===== config.mk =====
export PLATFORM = sky130hd
export DESIGN_NAME = load_store_unit
export DESIGN_NICKNAME = d
export VERILOG_FILES = /design/src/rtl/load_store_unit.sv
export SDC_FILE = /design/constraint.sdc
export NUM_CORES = 1
export LEC_CHECK = 0
export CELL_PAD_IN_SITES_DETAIL_PLACEMENT = 0
export CELL_PAD_IN_SITES_GLOBAL_PLACEMENT = 1
export CORE_MARGIN = 2
export CORE_UTILIZATION = 37
export DETAILED_ROUTE_END_ITERATION = 12
export PLACE_DENSITY = 0.92
export REMOVE_ABC_BUFFERS = 1
export SLEW_MARGIN = 30
export SYNTH_ARGS = -nofsm -noshare
export SYNTH_HDL_FRONTEND = slang
export SYNTH_SLANG_ARGS = --single-unit

===== constraint.sdc =====
create_clock -name clk -period 9.92 [get_ports clk]
set_input_delay 1.984 -clock clk [delete_from_list [all_inputs] [get_ports clk]]
set_output_delay 1.984 -clock clk [all_outputs]
set_load 0.03 [all_outputs]

===== src/rtl/load_store_unit.sv =====
// Load/store controller: sequences RV64 loads and stores onto a 32-bit-word memory port,
// with alignment/range checks and read-modify-write for byte/halfword stores.
module load_store_unit #(
    parameter int MEM_WORDS = 264192
) (
    input  logic        clk,
    input  logic        rst,
    input  logic        req_valid,
    output logic        req_ready,
    input  logic        req_store,
    input  logic [2:0]  req_funct3,
    input  logic [31:0] req_addr,
    input  logic [63:0] req_wdata,
    output logic        resp_valid,
    output logic        resp_err,
    output logic [63:0] resp_rdata,
    output logic        mem_wr,
    output logic [29:0] mem_daddr,
    output logic [63:0] mem_wdata,
    input  logic [63:0] mem_rdata
);
    typedef enum logic [2:0] {IDLE, LOAD, RMW_RD, WR_LO, WR_HI, DONE} state_t;

    state_t      state_q, state_d;
    logic        store_q, store_d;
    logic [2:0]  funct3_q, funct3_d;
    logic [31:0] addr_q, addr_d;
    logic [63:0] wdata_q, wdata_d;
    logic        ready_q, ready_d;
    logic        resp_valid_q, resp_valid_d;
    logic        resp_err_q, resp_err_d;
    logic [63:0] resp_rdata_q, resp_rdata_d;
    logic        mem_wr_q, mem_wr_d;
    logic [29:0] mem_daddr_q, mem_daddr_d;
    logic [63:0] mem_wdata_q, mem_wdata_d;

    logic        misaligned, bad_funct3, out_of_range, req_err;
    logic [30:0] last_word;
    logic [4:0]  bit_off;
    logic [31:0] lo_shifted, lane_mask, lane_data, merged_word;
    logic [63:0] load_result;

    // Request checks act on the live request inputs so an error can go straight to DONE.
    always_comb begin
        case (req_funct3[1:0])
            2'b01:   misaligned = req_addr[0];
            2'b10:   misaligned = |req_addr[1:0];
            2'b11:   misaligned = |req_addr[2:0];
            default: misaligned = 1'b0;
        endcase
        bad_funct3   = (req_funct3 == 3'b111) || (req_store && req_funct3[2]);
        last_word    = {1'b0, req_addr[31:2]} + {30'b0, req_funct3 == 3'b011};
        out_of_range = last_word >= 31'(MEM_WORDS);
        req_err      = misaligned || bad_funct3 || out_of_range;
    end

    always_comb begin
        bit_off    = {addr_q[1:0], 3'b000};
        lo_shifted = mem_rdata[31:0] >> bit_off;
        case (funct3_q)
            3'b000:  load_result = {{56{lo_shifted[7]}}, lo_shifted[7:0]};
            3'b001:  load_result = {{48{lo_shifted[15]}}, lo_shifted[15:0]};
            3'b010:  load_result = {{32{lo_shifted[31]}}, lo_shifted};
            3'b011:  load_result = mem_rdata;
            3'b100:  load_result = {56'b0, lo_shifted[7:0]};
            3'b101:  load_result = {48'b0, lo_shifted[15:0]};
            3'b110:  load_result = {32'b0, lo_shifted};
            default: load_result = '0;
        endcase
        lane_mask   = (funct3_q[0] ? 32'h0000_FFFF : 32'h0000_00FF) << bit_off;
        lane_data   = wdata_q[31:0] << bit_off;
        merged_word = (mem_rdata[31:0] & ~lane_mask) | (lane_data & lane_mask);
    end

    always_comb begin
        state_d      = state_q;
        store_d      = store_q;
        funct3_d     = funct3_q;
        addr_d       = addr_q;
        wdata_d      = wdata_q;
        resp_err_d   = resp_err_q;
        resp_rdata_d = resp_rdata_q;
        case (state_q)
            IDLE, DONE: begin
                state_d = IDLE;
                if (req_valid && ready_q) begin
                    store_d  = req_store;
                    funct3_d = req_funct3;
                    addr_d   = req_addr;
                    wdata_d  = req_wdata;
                    if (req_err) begin
                        state_d      = DONE;
                        resp_err_d   = 1'b1;
                        resp_rdata_d = '0;
                    end else if (!req_store) begin
                        state_d = LOAD;
                    end else if (!req_funct3[1]) begin
                        state_d = RMW_RD;
                    end else begin
                        state_d = WR_LO;
                    end
                end
            end
            LOAD: begin
                state_d      = DONE;
                resp_err_d   = 1'b0;
                resp_rdata_d = load_result;
            end
            RMW_RD: begin
                wdata_d[31:0] = merged_word;
                state_d       = WR_LO;
            end
            WR_LO: begin
                if (store_q && funct3_q == 3'b011) begin
                    state_d = WR_HI;
                end else begin
                    state_d      = DONE;
                    resp_err_d   = 1'b0;
                    resp_rdata_d = '0;
                end
            end
            WR_HI: begin
                state_d      = DONE;
                resp_err_d   = 1'b0;
                resp_rdata_d = '0;
            end
            default: state_d = IDLE;
        endcase

        // Outputs are decoded from the next state so they leave the flops already settled.
        ready_d      = (state_d == IDLE) || (state_d == DONE);
        resp_valid_d = (state_d == DONE);
        mem_wr_d     = (state_d == WR_LO) || (state_d == WR_HI);
        mem_daddr_d  = mem_daddr_q;
        mem_wdata_d  = '0;
        case (state_d)
            LOAD, RMW_RD: mem_daddr_d = addr_d[31:2];
            WR_LO: begin
                mem_daddr_d = addr_d[31:2];
                mem_wdata_d = {32'b0, wdata_d[31:0]};
            end
            WR_HI: begin
                mem_daddr_d = addr_d[31:2] + 30'd1;
                mem_wdata_d = {32'b0, wdata_d[63:32]};
            end
            default: ;
        endcase
    end

    always_ff @(posedge clk or posedge rst) begin
        if (rst) begin
            state_q      <= IDLE;
            store_q      <= 1'b0;
            funct3_q     <= '0;
            addr_q       <= '0;
            wdata_q      <= '0;
            ready_q      <= 1'b1;
            resp_valid_q <= 1'b0;
            resp_err_q   <= 1'b0;
            resp_rdata_q <= '0;
            mem_wr_q     <= 1'b0;
            mem_daddr_q  <= '0;
            mem_wdata_q  <= '0;
        end else begin
            state_q      <= state_d;
            store_q      <= store_d;
            funct3_q     <= funct3_d;
            addr_q       <= addr_d;
            wdata_q      <= wdata_d;
            ready_q      <= ready_d;
            resp_valid_q <= resp_valid_d;
            resp_err_q   <= resp_err_d;
            resp_rdata_q <= resp_rdata_d;
            mem_wr_q     <= mem_wr_d;
            mem_daddr_q  <= mem_daddr_d;
            mem_wdata_q  <= mem_wdata_d;
        end
    end

    assign req_ready  = ready_q;
    assign resp_valid = resp_valid_q;
    assign resp_err   = resp_err_q;
    assign resp_rdata = resp_rdata_q;
    assign mem_wr     = mem_wr_q;
    assign mem_daddr  = mem_daddr_q;
    assign mem_wdata  = mem_wdata_q;
endmodule


### After elaboration in Yosys (flattened, before gate mapping)

Index checks and enable logic that the tools add are counted.

| word-level totals | value |
|---|---|
| register bits after elaboration | 265 |
| input port bits | 167 |
| output and inout port bits | 162 |
| logic and storage cells | 93 |

| cells by class | value |
|---|---|
| add/sub/neg operators | 2 |
| $lt $le $gt $ge | 1 |
| equal/unequal tests | 24 |
| shifts and indexed selects | 3 |
| muxes and demuxes | 24 |
| bitwise operators | 4 |
| reduce and logical (&&, ||, !) cells | 22 |

Operator list:

| operator | number |
|---|---|
| 64-bit case mux with 7 select lines | 1 |
| 64-bit two-way mux | 4 |
| 64-bit case mux with 4 select lines | 1 |
| 32-bit case mux with 2 select lines | 2 |
| 32-bit two-way mux | 3 |
| 32-bit AND | 2 |
| 30-bit case mux with 2 select lines | 1 |
| 32-bit inverter | 1 |
| 32-bit OR | 1 |
| 16-bit by 5-bit left shift with 32-bit output | 1 |
| 32-bit by 5-bit left shift with 32-bit output | 1 |
| 32-bit by 5-bit >> shifter with 32-bit output | 1 |
| 30-bit by 1-bit adder with 31-bit output | 1 |
| 31-bit by 19-bit >= comparator with 1-bit output (second input constant) | 1 |
| 30-bit by 1-bit adder with 30-bit output (second input constant) | 1 |
| 3-bit == test (second input constant) | 8 |
| 3-bit by 2-bit == test with 1-bit output (second input constant) | 7 |
| 16-bit two-way mux | 1 |
| 3-bit case mux with 4 select lines | 1 |
| 3-bit by 1-bit == test with 1-bit output (second input constant) | 3 |
| 3-bit logical NOT | 3 |
| 4-bit AND reduction | 2 |
| 3-bit two-way mux | 2 |
| 2-bit != test (second input constant) | 3 |
| 13 further kinds | 28 |

### Longest topological paths before layout

Gate-level depths: netlist (run 1).

| depth | value |
|---|---|
| depth after elaboration | 10 |
| mapped depth | 16 |
| mapped depth without buffers | 13 |

### Worst setup path after synthesis (run 1)

OpenSTA, ideal clock, no wires.

| path | value |
|---|---|
| path kind | input port to flip-flop |
| from | in req_valid |
| to | reg mem_daddr_q[28], in the netlist mem_daddr[28] |
| setup time | 126 ps |
| data arrival time | 4833 ps |
| required time | 9794 ps |
| slack | 4961 ps |
| cell stages on the path | 16 |
| buffers on the path | 5 |
| path through | and3b_1 buf_2 and2_1 clkbuf_1 buf_2 buf_2 clkbuf_1 nand2_1 nand2_1 ha_1 nand2_1 nor4_1 o21a_1 nand2_1 and3_1 a221o_1 |

| between the ends | value |
|---|---|
| elaborated cells on any way between the ends | 13 |
| classes of those cells | add/sub: 1; eq/ne: 4; mux: 5; reduce/logical: 3 |

RTL lines:

| what | RTL line | RTL |
|---|---|---|
| from (decl) | 8 | `input logic req_valid,` |
| 1-bit logical AND | 86 | `if (req_valid && ready_q) begin` |
| 32-bit two-way mux | 86 |  |
| 32-bit two-way mux | 83 | `case (state_q)` |
| net addr_d[3] | 27 | `logic [31:0] addr_q, addr_d;` |
| 30-bit by 1-bit adder with 30-bit output | 143 | `mem_daddr_d = addr_d[31:2] + 30'd1;` |
| 30-bit case mux with 2 select lines | 136 | `case (state_d)` |
| to (signal assigned) | 175 | `mem_daddr_q <= mem_daddr_d;` |
| to (decl) | 34 | `logic [29:0] mem_daddr_q, mem_daddr_d;` |

The timed path passes the listed nets, and every way through them passes these cells.
A chain may end at the register's enable or synchronous reset.

### Worst setup path in the final report (run 1)

| path | value |
|---|---|
| from | in req_valid |
| to | reg mem_daddr_q[24], in the netlist mem_daddr[24] |

Same word-level chain as after synthesis.

==> out/qor.csv, run 1 <==
metric,value,unit
htree depth,1,
Post-Synthesis Cells,1186,
Initial DRT Pass Iterations,6,
Final period util,56.6,%
WL final,37900,um
Layout area overhead,35.1,%
placer's final routability congestion estimate,0.852,
"Hold Violations, Final",0,
CP dominant cell by count,nand2_1,
setup violators final,0,
CTS buffer count,27,
Most used DFF post-synth,dfrtp_1,
Setup TNS,0,ps
die height,182,um
Worst EP arrival,6030,ps
RSZ-0062 raised after global routing,no,
fill count,2851,
Tot GR Track Use,22.3,%
post-CTS resize count,0,
Max rail drop VDD,0.000181,V
first-pass GRT wire length,58300,um
Rows,65,
Hold Crit Class,reg -> reg,
DR WL/cell,20.2,um
"count leader, synth",dfrtp_1,
slew of the pin with the lowest slew margin,979,ps
CTS root buf,clkbuf_16,
CP endpoint kind,register,
"CTS clk-pin slew, worst paths",60,ps
cts hold-fix bufs,0,
Crit Path Category,in -> reg,
Reg area,0.00583,mm2
Final min period,5620,ps
CP max FO,40,
fin cells,1873,
R2R Setup Slk,5680,ps
CP required,10330,ps
largest area contributor in the netlist,dfrtp_1,
clock buffer depth,3,
initial antenna violation count,7,
final core utilization,50.3,%
multi-input logic area,0.00518,mm2
Sink Count,233,
layout cell share with drive strength beyond 1,7.04,%
status,finished clean,
Yosys reg bits,233,
top cell type's share of synthesized area,49.8,%
Die ar.,0.0330,mm2
Mapped Avg Cell Area,9.83,um2
Starting Density,37.2,%
vias in the first global route,10200,
largest net degree at the start of global routing,101,
Detail Route Antenna Nets,0,
max_cap viols,0,
top cells by instance count after synthesis,"dfrtp_1 (232), nand2_1 (219), o2bb2ai_1 (90), a21oi_1 (71), inv_1 (57)",
CP Launch Type,input pin,
IO Port Bufs,296,
HPWL after DPL,26900,um
max_slew headroom,34.8,%
Pins Over Slew Limit,0,
Leak Pwr,6.86,nW
Die Width,182,um
Vias per Instance,5.55,
Clock Latency Late Sink,530,ps
synth top area cells,"dfrtp_1 (50%), nand2_1 (7.0%), o2bb2ai_1 (6.8%)",
CP max stage delay,690,ps
DP Cell Count,1818,
Remaining DRCs,0,
Post-CTS Setup Bufs,0,
number of synthesized flops with an enable pin,0,
Initial DRC Count,954,
synthesized area,0.0117,mm2
Critical-path top delay cell,nand2_2,
CTS tree,yes,
maximum clock frequency,0.178,GHz
Clock Skew,10.2,ps
pwr/cell area,322,mW/mm2
asr flop ratio synth,100,%
crit-path cells,clkdlybuf4s50_1 -> and3b_1 -> nand2_2 -> buf_4 -> nand2_1 -> nand2_1 -> ha_1 -> nand2_1 -> nor4_1 -> o21a_1 -> o21ai_0 -> xnor2_1 -> mux2_2,
warnings from Yosys,0,
Floorplan Core Area,0.0313,mm2
detailed-route via count,10400,
GR Overflow Total,0,
Yosys cell types,72,
Layout Nets,1615,
"Seq/Total Area, Yosys",50.0,%
Boundary Pins,329,
## registers in the layout, summed over array words and instances, names as in the netlist
signal	count
resp_rdata	64
wdata_q	64
addr_q	32
mem_wdata	32
mem_daddr	30
funct3_q	3
state_q	3
mem_wr	1
req_ready	1
resp_err	1
resp_valid	1
store_q	1
## cells by family (layout without fill, tap and decap cells)
group	count (synthesis)	in the layout	synth area share [%]
compound gates	332	332	21.3
xor+xnor	31	31	2.33
fa+ha+maj	3	3	0.322
buf+inv	170	417	7.00
flops	233	233	50.0
mux	46	46	4.56
other cells	1	39	0.0322
simple gates	370	370	14.5
## worst max-delay path, delay by kind of cell
kind	cells	cell delay, ps
mux	1	270
xor+xnor	1	150
compound gates	2	490
simple gates	6	2010
fa+ha+maj	1	150
buf+inv	2	950
## cells in the final DEF, fill, tap and decap left out, drive strengths merged, types with 32 or more instances in the layout
cell type      Yosys  routed
clkdlybuf4s50      0     296
a21oi             72      72
nor2              54      54
clkbuf            49      38
nand2            219     219
inv               59      59
conb               1      32
o2bb2ai           90      90
a221oi            34      34
dfrtp            232     232
## metal layers
layer	track usage (%)	routed length, um	vias to the layer above
met5	0	16	-
met4	9.14	1530	2
met3	3.53	2740	101
met2	35.1	17300	503
met1	30.9	16300	5036
li1	-	-	4756
## through the flow
stage | instance area (um2) | total power, W | setup WS (ps) | hold slack (ps)
after floorplan | 11200 | 0.00315 | 1550 | 442
after global routing | 15700 | 0.00538 | 4030 | 492
after global placement | 14800 | 0.00401 | 3890 | 454
after detailed placement | 14800 | 0.00409 | 3760 | 460
final | 15700 | 0.00508 | 4300 | 475
after CTS | 15700 | 0.00510 | 4300 | 475
## layout make-up
cell class,instances,share of cell area [%]
diodes,7,0.111
clock buffers,38,4.87
clock inverters,10,0.691
inverters,59,1.45
multi-input cells,814,32.9
flip-flops and latches,233,37.0
well taps,402,3.19
repair buffers,310,19.7
## path summary, 6_finish.rpt
kind	from	to	depth (start not counted)
max	req_valid	mem_daddr[24]	13
min	wdata_q[40]	wdata_q[40]	2
max reg2reg	state_q[1]	mem_daddr[24]	12
min reg2reg	wdata_q[40]	wdata_q[40]	2
max in group asynchronous	rst	wdata_q[36]	3
min in group asynchronous	rst	resp_rdata[55]	2
## power by group
part	switching [W]	internal, W
sequential	0.000269	0.00134
clock	0.000400	0.000588
combinational	0.00153	0.000950
total	0.00220	0.00288
(Power assumes the default switching activity.)
==> run 2: changes to the inputs <==
==> constraint.sdc (replaced) <==
create_clock -name clk -period 5.7 [get_ports clk]
set_input_delay 1.14 -clock clk [delete_from_list [all_inputs] [get_ports clk]]
set_output_delay 1.14 -clock clk [all_outputs]
set_load 0.03 [all_outputs]
==> run 2 against run 1 <==
Count of clock-buffer cells in the layout up 1. Non-clock buffer count up 1. Critical path type unchanged. Utilization is 0.17 points lower. Clock power increased by 70%. Cell count decreased by 0.16%. Worst setup slack lost 3000 ps. Global-route usage about the same. Total power up 73%. Via count fell by 0.81%. Hold slack got worse by 3.4 ps. Flip-flop and latch count did not move. Largest power group unchanged.
==> out/qor.csv, run 2 (same netlist as run 1, synthesis figures left out) <==
metric,value,unit,change
Pins Over Slew Limit,0,,unchanged
Final period util,77.7,%,
Reg area,0.00583,mm2,unchanged
M1 GR Usage,30.8,%,was 30.9%
HP Start,wdata_q[61],,was wdata_q[40]
max_cap viols,0,,unchanged
CP required,6120,ps,"was 10,330 ps"
Layout Nets,1616,,"was 1,615"
global routing usage on met2,35.5,%,was 35.1%
Clock Latency Late Sink,540,ps,was 530 ps
CP max stage delay,590,ps,was 690 ps
Sink Count,233,,unchanged
"leading cell type in the layout, fill and taps excluded",clkdlybuf4s50_1,,unchanged
most frequent cells in the layout,"clkdlybuf4s50_1 (296), dfrtp_1 (231), nand2_1 (218), o2bb2ai_1 (90), a21oi_1 (70)",,unchanged
post-CTS resize count,0,,unchanged
RSZ-0062 raised after global routing,no,,unchanged
Detail Route Antenna Nets,0,,unchanged
cts hold-fix bufs,0,,unchanged
die height,182,um,unchanged
"Hold Violations, Final",0,,unchanged
Floorplan Core Area,0.0313,mm2,unchanged
final hold slack,472,ps,was 475 ps
R2R Setup Slk,2030,ps,was 5680 ps
htree depth,1,,unchanged
Initial DRC Count,1027,,was 954
CP max FO,17,,was 40
CTS root buf,clkbuf_16,,unchanged
setup violators final,0,,unchanged
largest net degree at the start of global routing,142,,was 101
Die ar.,0.0330,mm2,unchanged
hold path endpoint,wdata_q[61],,was wdata_q[40]
Starting Density,37.2,%,unchanged
Crit Path Category,in -> reg,,unchanged
met3 Resource Use GR,3.75,%,was 3.53%
Final min period,4430,ps,
Clock Skew,11.5,ps,was 10.2 ps
Vias per Instance,5.52,,was 5.55
Boundary Pins,329,,unchanged
HPWL after DPL,26500,um,"was 26,900 um"
Post-CTS Setup Bufs,0,,unchanged
first-pass GRT wire length,58300,um,about the same
GR Overflow Total,0,,unchanged
"CTS clk-pin slew, worst paths",60,ps,about the same
R2R Path End,mem_daddr[24],,unchanged
CP endpoint kind,register,,unchanged
fin cells,1870,,"was 1,873"
maximum clock frequency,0.226,GHz,
CTS buffer count,27,,unchanged
DR WL/cell,20.1,um,was 20.2 um
pwr/cell area,559,mW/mm2,was 322 mW/mm2
CTS tree,yes,,unchanged
Initial DRT Pass Iterations,7,,was 6
Reg2Reg Launch Point,state_q[1],,unchanged
status,finished clean,,unchanged
Hold Crit Class,reg -> reg,,unchanged
Remaining DRCs,0,,unchanged
initial antenna violation count,5,,was 7
clock buffer depth,3,,unchanged
Tot GR Track Use,22.3,%,about the same
Worst EP arrival,4850,ps,was 6030 ps
GRT busiest layer,met2,,unchanged
Layout area overhead,34.6,%,was 35.1%
detailed-route via count,10300,,"was 10,400"
Reg2Reg Depth,11,,was 12
max_slew headroom,40.5,%,was 34.8%
placer's final routability congestion estimate,0.858,,was 0.852
layout cell share with drive strength beyond 1,6.76,%,was 7.04%
Critical-path top delay cell,clkdlybuf4s50_1,,was nand2_2
WL final,37700,um,"was 37,900 um"
CP Launch Type,input pin,,unchanged
IO Port Bufs,296,,unchanged
Rows,65,,unchanged
multi-input logic area,0.00518,mm2,unchanged
Leak Pwr,6.83,nW,was 6.86 nW
DP Cell Count,1819,,"was 1,818"
Min-Delay Path Depth,2,,unchanged
Max rail drop VDD,0.000262,V,was 0.000181 V
Die Width,182,um,unchanged
vias in the first global route,10100,,"was 10,200"
fill count,2850,,"was 2,851"
crit-path cells,clkdlybuf4s50_1 -> nand2_1 -> nor2_1 -> ha_1 -> ha_1 -> nand4_1 -> nor2_1 -> o2111a_1 -> o22ai_1 -> and4b_1 -> nand4_4 -> a21boi_4 -> buf_4 -> mux2_4,,was clkdlybuf4s50_1 -> and3b_1 -> nand2_2 -> buf_4 -> nand2_1 -> nand2_1 -> ha_1 -> nand2_1 -> nor4_1 -> o21a_1 -> o21ai_0 -> xnor2_1 -> mux2_2
slew of the pin with the lowest slew margin,893,ps,was 979 ps
==> run 2: how the worst max path moves through the flow <==
stage / from / to / slack, ps / cells past startpoint
after floorplan: rst / addr_q[0] / -1830 / 1
after CTS: req_funct3[1] / mem_daddr[13] / 1280 / 14
after detailed placement: req_funct3[1] / mem_daddr[11] / 720 / 14
after global placement: req_funct3[1] / mem_daddr[9] / 830 / 14
final: req_funct3[1] / mem_daddr[9] / 1270 / 14
after global routing: req_funct3[1] / mem_daddr[13] / 1040 / 14
==> run 2: final cells by class <==
type	instances	share of cell area (%)
Sequential cell	233	37.2
Multi-Input combinational cell	814	33.0
Timing Repair Buffer	311	19.7
Clock buffer	39	4.72
Tap cell	402	3.20
Inverter	59	1.49
Clock inverter	8	0.654
Antenna cell	4	0.0638
==> run 2: critical path: cells and delay by family <==
family	cells	cell delay, ps
compound gates	3	780
fa+ha+maj	2	440
buf+inv	2	980
mux	1	330
simple gates	6	1150
==> run 2: per-layer routing <==
layer | share of wire, % | routed length [um] | vias to the layer above
met4 | 3.2 | 1200 | 2
li1 | - | - | 4755
met1 | 44 | 16400 | 5004
met2 | 46 | 17400 | 478
met3 | 7.0 | 2650 | 75
met5 | 0.035 | 13 | -
==> run 2: report_power, final <==
| group | internal (W) | total, W | leakage [nW] | switching, W |
|---|---|---|---|---|
| clock | 0.000988 | 0.00168 | 0.404 | 0.000693 |
| combinational | 0.00165 | 0.00429 | 3.42 | 0.00265 |
| sequential | 0.00234 | 0.00280 | 3.01 | 0.000461 |
==> run 2: through the flow <==
step                      worst slack, ps  instance area (um2)  utilization (%)  total power, W  TNS (ps)
after floorplan                     -1830                11200                -         0.00548   -424120
after global placement                829                14800             47.4         0.00700         0
after detailed placement              724                14800             47.4         0.00710         0
after CTS                            1280                15700             50.1         0.00882         0
after global routing                 1040                15700             50.1         0.00931         0
final                                1270                15700             50.1         0.00877         0
